==> src/rtl/mem_bus_arbiter.sv <==
// Two-requester round-robin arbiter onto one registered memory port.
// Latency: request sampled at E0, mem_req_rdwr the next cycle, ack 3 clocks after sampling.
// Backpressure: a requester holds req_rdwr until its one-cycle ack; one transaction per 4 clocks.
module mem_bus_arbiter #(
    parameter int ADDR_WIDTH = 16,
    parameter int DATA_WIDTH = 8
) (
    input  logic                  clk,
    input  logic                  rst,
    input  logic                  r0_req_rdwr,
    input  logic                  r0_which_rdwr,
    input  logic [ADDR_WIDTH-1:0] r0_addr,
    input  logic [DATA_WIDTH-1:0] r0_data_out,
    output logic [DATA_WIDTH-1:0] r0_data_in,
    output logic                  r0_ack,
    input  logic                  r1_req_rdwr,
    input  logic                  r1_which_rdwr,
    input  logic [ADDR_WIDTH-1:0] r1_addr,
    input  logic [DATA_WIDTH-1:0] r1_data_out,
    output logic [DATA_WIDTH-1:0] r1_data_in,
    output logic                  r1_ack,
    output logic                  mem_req_rdwr,
    output logic                  mem_which_rdwr,
    output logic [ADDR_WIDTH-1:0] mem_addr,
    output logic [DATA_WIDTH-1:0] mem_data_out,
    input  logic [DATA_WIDTH-1:0] mem_data_in
);

    localparam logic ENUM__CPU_WH_RDWR__READ  = 1'b0;
    localparam logic ENUM__CPU_WH_RDWR__WRITE = 1'b1;

    typedef enum logic [1:0] {S_IDLE, S_ACCESS, S_WAIT, S_DONE} state_t;

    typedef struct packed {
        logic                  which;
        logic [ADDR_WIDTH-1:0] addr;
        logic [DATA_WIDTH-1:0] dat;
    } req_t;

    state_t                state, state_nxt;
    logic                  owner, owner_nxt;
    logic                  last_grant, last_grant_nxt;
    logic                  winner;
    req_t                  mem_q, mem_nxt, win_req;
    logic                  mem_req_nxt;
    logic                  r0_ack_nxt, r1_ack_nxt;
    logic [DATA_WIDTH-1:0] r0_data_nxt, r1_data_nxt;

    // On a tie the requester that was not served last wins.
    assign winner  = r1_req_rdwr & (~r0_req_rdwr | ~last_grant);
    assign win_req = winner ? '{r1_which_rdwr, r1_addr, r1_data_out}
                            : '{r0_which_rdwr, r0_addr, r0_data_out};

    always_comb begin
        state_nxt      = state;
        owner_nxt      = owner;
        last_grant_nxt = last_grant;
        mem_nxt        = mem_q;
        mem_req_nxt    = 1'b0;
        r0_ack_nxt     = 1'b0;
        r1_ack_nxt     = 1'b0;
        r0_data_nxt    = r0_data_in;
        r1_data_nxt    = r1_data_in;
        case (state)
            S_IDLE: begin
                if (r0_req_rdwr || r1_req_rdwr) begin
                    owner_nxt   = winner;
                    mem_nxt     = win_req;
                    mem_req_nxt = 1'b1;
                    state_nxt   = S_ACCESS;
                end
            end
            S_ACCESS: state_nxt = S_WAIT;
            S_WAIT: begin
                if (owner) begin
                    r1_ack_nxt = 1'b1;
                    if (mem_q.which == ENUM__CPU_WH_RDWR__READ) r1_data_nxt = mem_data_in;
                end else begin
                    r0_ack_nxt = 1'b1;
                    if (mem_q.which == ENUM__CPU_WH_RDWR__READ) r0_data_nxt = mem_data_in;
                end
                last_grant_nxt = owner;
                state_nxt      = S_DONE;
            end
            S_DONE: state_nxt = S_IDLE;
            default: state_nxt = S_IDLE;
        endcase
    end

    always_ff @(posedge clk) begin
        if (rst) begin
            state        <= S_IDLE;
            owner        <= 1'b0;
            last_grant   <= 1'b1;
            mem_q        <= '{ENUM__CPU_WH_RDWR__READ, '0, '0};
            mem_req_rdwr <= 1'b0;
            r0_ack       <= 1'b0;
            r1_ack       <= 1'b0;
            r0_data_in   <= '0;
            r1_data_in   <= '0;
        end else begin
            state        <= state_nxt;
            owner        <= owner_nxt;
            last_grant   <= last_grant_nxt;
            mem_q        <= mem_nxt;
            mem_req_rdwr <= mem_req_nxt;
            r0_ack       <= r0_ack_nxt;
            r1_ack       <= r1_ack_nxt;
            r0_data_in   <= r0_data_nxt;
            r1_data_in   <= r1_data_nxt;
        end
    end

    assign mem_which_rdwr = mem_q.which;
    assign mem_addr       = mem_q.addr;
    assign mem_data_out   = mem_q.dat;

endmodule

==> config.mk <==
export PLATFORM = sky130hd
export DESIGN_NAME = mem_bus_arbiter
export DESIGN_NICKNAME = d
export VERILOG_FILES = /design/src/rtl/mem_bus_arbiter.sv
export SDC_FILE = /design/constraint.sdc
export NUM_CORES = 1
export LEC_CHECK = 0
export ABC_AREA = 1
export BUFFER_PORTS_ARGS = -buffer_cell sky130_fd_sc_hd__buf_4
export CAP_MARGIN = 20
export CORE_ASPECT_RATIO = 1.1
export CORE_UTILIZATION = 51
export CTS_CLUSTER_DIAMETER = 150
export DETAILED_ROUTE_END_ITERATION = 8
export GPL_TIMING_DRIVEN = 0
export HOLD_SLACK_MARGIN = 0.15
export PLACE_DENSITY = 0.85
export SYNTH_ARGS = -nofsm -noshare
export SYNTH_HDL_FRONTEND = slang
export SYNTH_SLANG_ARGS = --single-unit
==> constraint.sdc <==
create_clock -name clk -period 2.8 [get_ports clk]
set_clock_uncertainty 0.2 [all_clocks]
set_input_delay 0.56 -clock clk [delete_from_list [all_inputs] [get_ports clk]]
set_output_delay 0.56 -clock clk [all_outputs]
set_load 0.03 [all_outputs]
==> Word level (Yosys, flattened, before mapping) <==
Index checks and enable logic that the tools add are counted.
{ "op_classes": {"n_eq_ne": 4, "muxes": 6, "bitwise": 8, "n_reduce_logical": 7} }
{ "ops": {"columns": ["operator", "n"], "rows": [
  ["2-to-1 mux 25 bit", 1],
  ["one-hot mux 2 bit (4 select lines)", 1],
  ["NOT 1 bit", 6],
  ["AND reduction 3 bit", 2],
  ["equality test 2 bit, second input constant", 2],
  ["OR reduction 2 bit", 2],
  ["2-to-1 mux 1 bit", 3],
  ["equality test 2 x 1 -> 1 bit, second input constant", 1],
  ["zero test 2 bit", 1],
  ["2-to-1 mux 2 bit", 1],
  ["inequality test 2 bit, second input constant", 1],
  ["AND reduction 2 bit", 1],
  ["AND 1 bit", 1],
  ["logical OR 1 bit", 1],
  ["bitwise OR 1 bit", 1]
]} }
{ "totals": {"ff_bits": 48, "in_bits": 62, "out_inout_bits": 44, "word_cells": 36} }

==> Longest topological paths before layout <==
{ "depth": {"word_depth": 4, "ltp_mapped": 8, "depth_no_buf": 7} }

==> Worst setup path before layout <==
OpenSTA, ideal clock, no wires.
{ "synth_path": {"path_type": "register to register", "startpoint": "register state[0]", "endpoint": "register mem_q, in the netlist mem_addr[7]", "setup_ns": 0.111, "arrival_time_ns": 1.216, "t_required_ns": 2.489, "path_slack_ns": 1.273, "path_stages_with_launch": 9, "n_path_buf": 1, "period_less_slack_ns": 1.527, "cell_sequence": "dfxtp_1 > inv_1 > ha_1 > inv_1 > nor2_8 > buf_6 > nand2_1 > nor2_2 > nor2_2"} }
{ "synth_between": {"elab_chain_cells": 2} }
{ "synth_lines": {"columns": ["item", "line_no", "source"], "rows": [
  ["start: declaration", "40", "state_t state, state_nxt;"],
  ["start signal: assignment", "102", "state <= state_nxt;"],
  ["zero test 2 bit", "64", "case (state)"],
  ["AND reduction 2 bit (no source line)", null, null],
  ["end signal: assignment", "95", "mem_q <= '{ENUM__CPU_WH_RDWR__READ, '0, '0};"],
  ["end signal: assignment", "105", "mem_q <= mem_nxt;"],
  ["end: declaration", "44", "req_t mem_q, mem_nxt, win_req;"]
]} }
No other way between the ends.
A chain may end at the register's enable or synchronous reset.

==> Final worst setup path <==
{ "layout_path": {"startpoint": "register state[0]", "endpoint": "register mem_q, in the netlist mem_addr[0]"} }
Same word-level chain as after synthesis.

==> results.json <==
{
  "syn_area_per_cell_sq_um": 6.97,
  "clock_path_buffers": 2,
  "fin_crit_sh": 0.617,
  "gp_congestion": 0.791,
  "hold_viol": 0,
  "p_comb_frac": 0.515,
  "p_sw_mw": 1.27,
  "arrival_ns": 1.74,
  "use_met2": 0.438,
  "final_cells": 518,
  "min_from": "rst",
  "gr-usage-met1": 0.272,
  "endpoint_kind": "flip-flop",
  "grt_setup_unrepaired": "no",
  "timing.rr.start": "state[0]",
  "grt_pass1_wl_mm": 9.55,
  "min_path_cells": 2,
  "clk_latency_ns": 0.31,
  "ant_nets": 0,
  "drive_above_1_share": 0.303,
  "syn_inst": 350,
  "holdPathEnd": "owner",
  "dieArea_sq_mm": 0.00507,
  "grt_max_degree": 16,
  "vias": 2526,
  "reg2regPathDepth": 8,
  "tns_ns": 0,
  "maxSlewHeadroom": 0.676,
  "first_global_vias": 2242,
  "synth.largest_area_cell": "dfxtp_1",
  "die-height_um": 74.6,
  "cts_tree": "done",
  "syn2layout_area_growth_pct": 38.9,
  "port_buffers": 104,
  "synth_warnings": 0,
  "p_leak_nw": 1.73,
  "pre_cts_ws_ns": 1.08,
  "fmax_mhz": 579,
  "antenna_found_initial": 0,
  "num-fill-cells": 409,
  "numCtsBuffers": 5,
  "crit_required_ns": 2.81,
  "synth.distinct_cells": 25,
  "rrSetupSlack_ns": 1.07,
  "post_drt_via_cell_ratio": 4.88,
  "dr.pass1.iters": 4,
  "syn_area_sq_mm": 0.00244,
  "rows": 26,
  "first_iter_violations": 82,
  "ctsHtreeMaxLevel": 2,
  "grtUsageTotal": 0.251,
  "core_area_sq_mm": 0.00462,
  "overflow": 0,
  "power_density_mw_per_mm2": 862,
  "synth-seq-area-share": 0.394,
  "syn_nets": 416,
  "start_util": 0.528,
  "final_util": 0.734,
  "reg2reg_to": "mem_addr[0]",
  "placedInstanceArea_sq_mm": 0.00329,
  "period_needed_ns": 1.73,
  "tightest_slew_ns": 0.487,
  "die_x_um": 68.0,
  "ys_top_cells_by_area": "dfxtp_1 (39%), nor2_1 (14%), nand2_1 (12%), a21boi_1 (5.5%), nand3_1 (5.5%)",
  "status": "finished, final reports clean",
  "critPathKind": "flip-flop to flip-flop",
  "route.detailed.drc": 0,
  "intPower_mw": 1.65,
  "yosysTopAreaCellShare": 0.394,
  "fin_nets": 527,
  "setup-violations-final": 0,
  "total_power_mw": 2.92,
  "top_usage_layer": "met2",
  "vdd_drop_max_mv": 0.425,
  "swShare": 0.433,
  "power.share.sequential": 0.331,
  "dp_hpwl_mm": 4.62,
  "antenna-diode-count": 0,
  "avgRoutedWirePerCell_um": 11.8,
  "hold-worst-slack_ns": 0.231,
  "fin_area_sq_mm": 0.00339,
  "grt_use_met3": 0.0874,
  "cts_resized": 0,
  "ys_seq_elements": 48,
  "cts_setup_buffers": 0,
  "hp-class": "primary input to flip-flop",
  "start_kind": "flip-flop",
  "drt_wl_total_mm": 6.13,
  "fin_ws_ns": 1.07,
  "ctsHoldBuffers": 0,
  "cts_sinks": 48,
  "report.final.slew_viol_count": 0,
  "clk_pin_slew_ns": 0.09,
  "cts-root-buf": "clkbuf_8",
  "crit_fanout": 10,
  "max_cap_violations": 0,
  "p_clk_frac": 0.154,
  "placed_cells": 510,
  "ioPinCount": 106
}
how the worst max path moves through the flow:
stage,cells after the start,slack [ns],startpoint,to
6_report,8,1.07,state[0],mem_addr[0]
5_1_grt,8,0.94,state[0],mem_data_out[2]
4_1_cts,8,1.07,state[0],mem_addr[0]
3_5_place_dp,5,1.08,rst,mem_data_out[3]
3_3_place_gp,5,1.12,rst,mem_addr[15]
2_1_floorplan,8,1.27,state[0],mem_addr[7]
power groups by stage:
stage                     Clock (mW)  Sequential [mW]  Combinational (mW)
after global placement             0            0.970                1.47
after detailed placement           0            0.981                1.51
after global routing           0.477            0.988                1.67
after CTS                      0.449            0.966                1.51
final                          0.450            0.967                1.50
after floorplan                    0             1.29               0.718
routing by layer:
layer / part of all wire / vias up / wire length (um)
li1: - / 1299 / -
met1: 0.39 / 1118 / 2400
met2: 0.50 / 104 / 3060
met3: 0.096 / 5 / 590
met4: 0.013 / 0 / 79
met5: 0 / - / 0
worst max-delay path: stages, from the launching register on:
cell and delay (ns):
dfxtp_1 0.32, inv_1 0.13, ha_1 0.28, inv_1 0.14, nor2_8 0.18, buf_6 0.16
nand2_1 0.06, nor2_1 0.11, nor2_1 0.05
area by class of cell:
class	count	area (sq um)	share of cell area
timing repair buffer	104	781	0.230
tap	56	70.1	0.0207
clock buffer	6	82.6	0.0244
clock inverter	2	15.0	0.00443
buffer	19	150	0.0443
sequential	48	961	0.283
inverter	33	124	0.0365
multi-input combinational	250	1210	0.356
cell families after synthesis:
| kind of cell | after synthesis | share of synthesized area |
|---|---|---|
| simple gates | 201 | 0.342 |
| buf+inv | 52 | 0.112 |
| flops | 48 | 0.394 |
| compound gates | 45 | 0.132 |
| fa+ha+maj | 4 | 0.0205 |
flip-flops by register name, indices dropped and copies added (netlist names), 2 cells and up:
register / flops
r0_data_in: 8
state: 2
mem_data_out: 8
r1_data_in: 8
mem_addr: 16
cell usage in the layout (no fill, tap or decap), drive strengths merged:
master | Yosys | routed
or2 | 1 | 1
dlymetal6s2s | 1 | 1
clkinv | 1 | 1
o21ai | 19 | 19
nor2 | 92 | 92
a21oi | 1 | 1
inv | 32 | 32
ha | 4 | 4
buf | 14 | 118
nand3 | 28 | 28
clkinvlp | 0 | 2
a21boi | 25 | 25
dfxtp | 48 | 48
nor3 | 1 | 1
nand2 | 79 | 79
clkbuf | 4 | 10
synth_stat cells (all sizes together):
cell type     instances
clkbuf                4
a21oi                 1
nor3                  1
dfxtp                48
buf                  14
dlymetal6s2s          1
nand3                28
a21boi               25
inv                  32
or2                   1
o21ai                19
ha                    4
nor2                 92
clkinv                1
nand2                79
(Power assumes the default switching activity.)
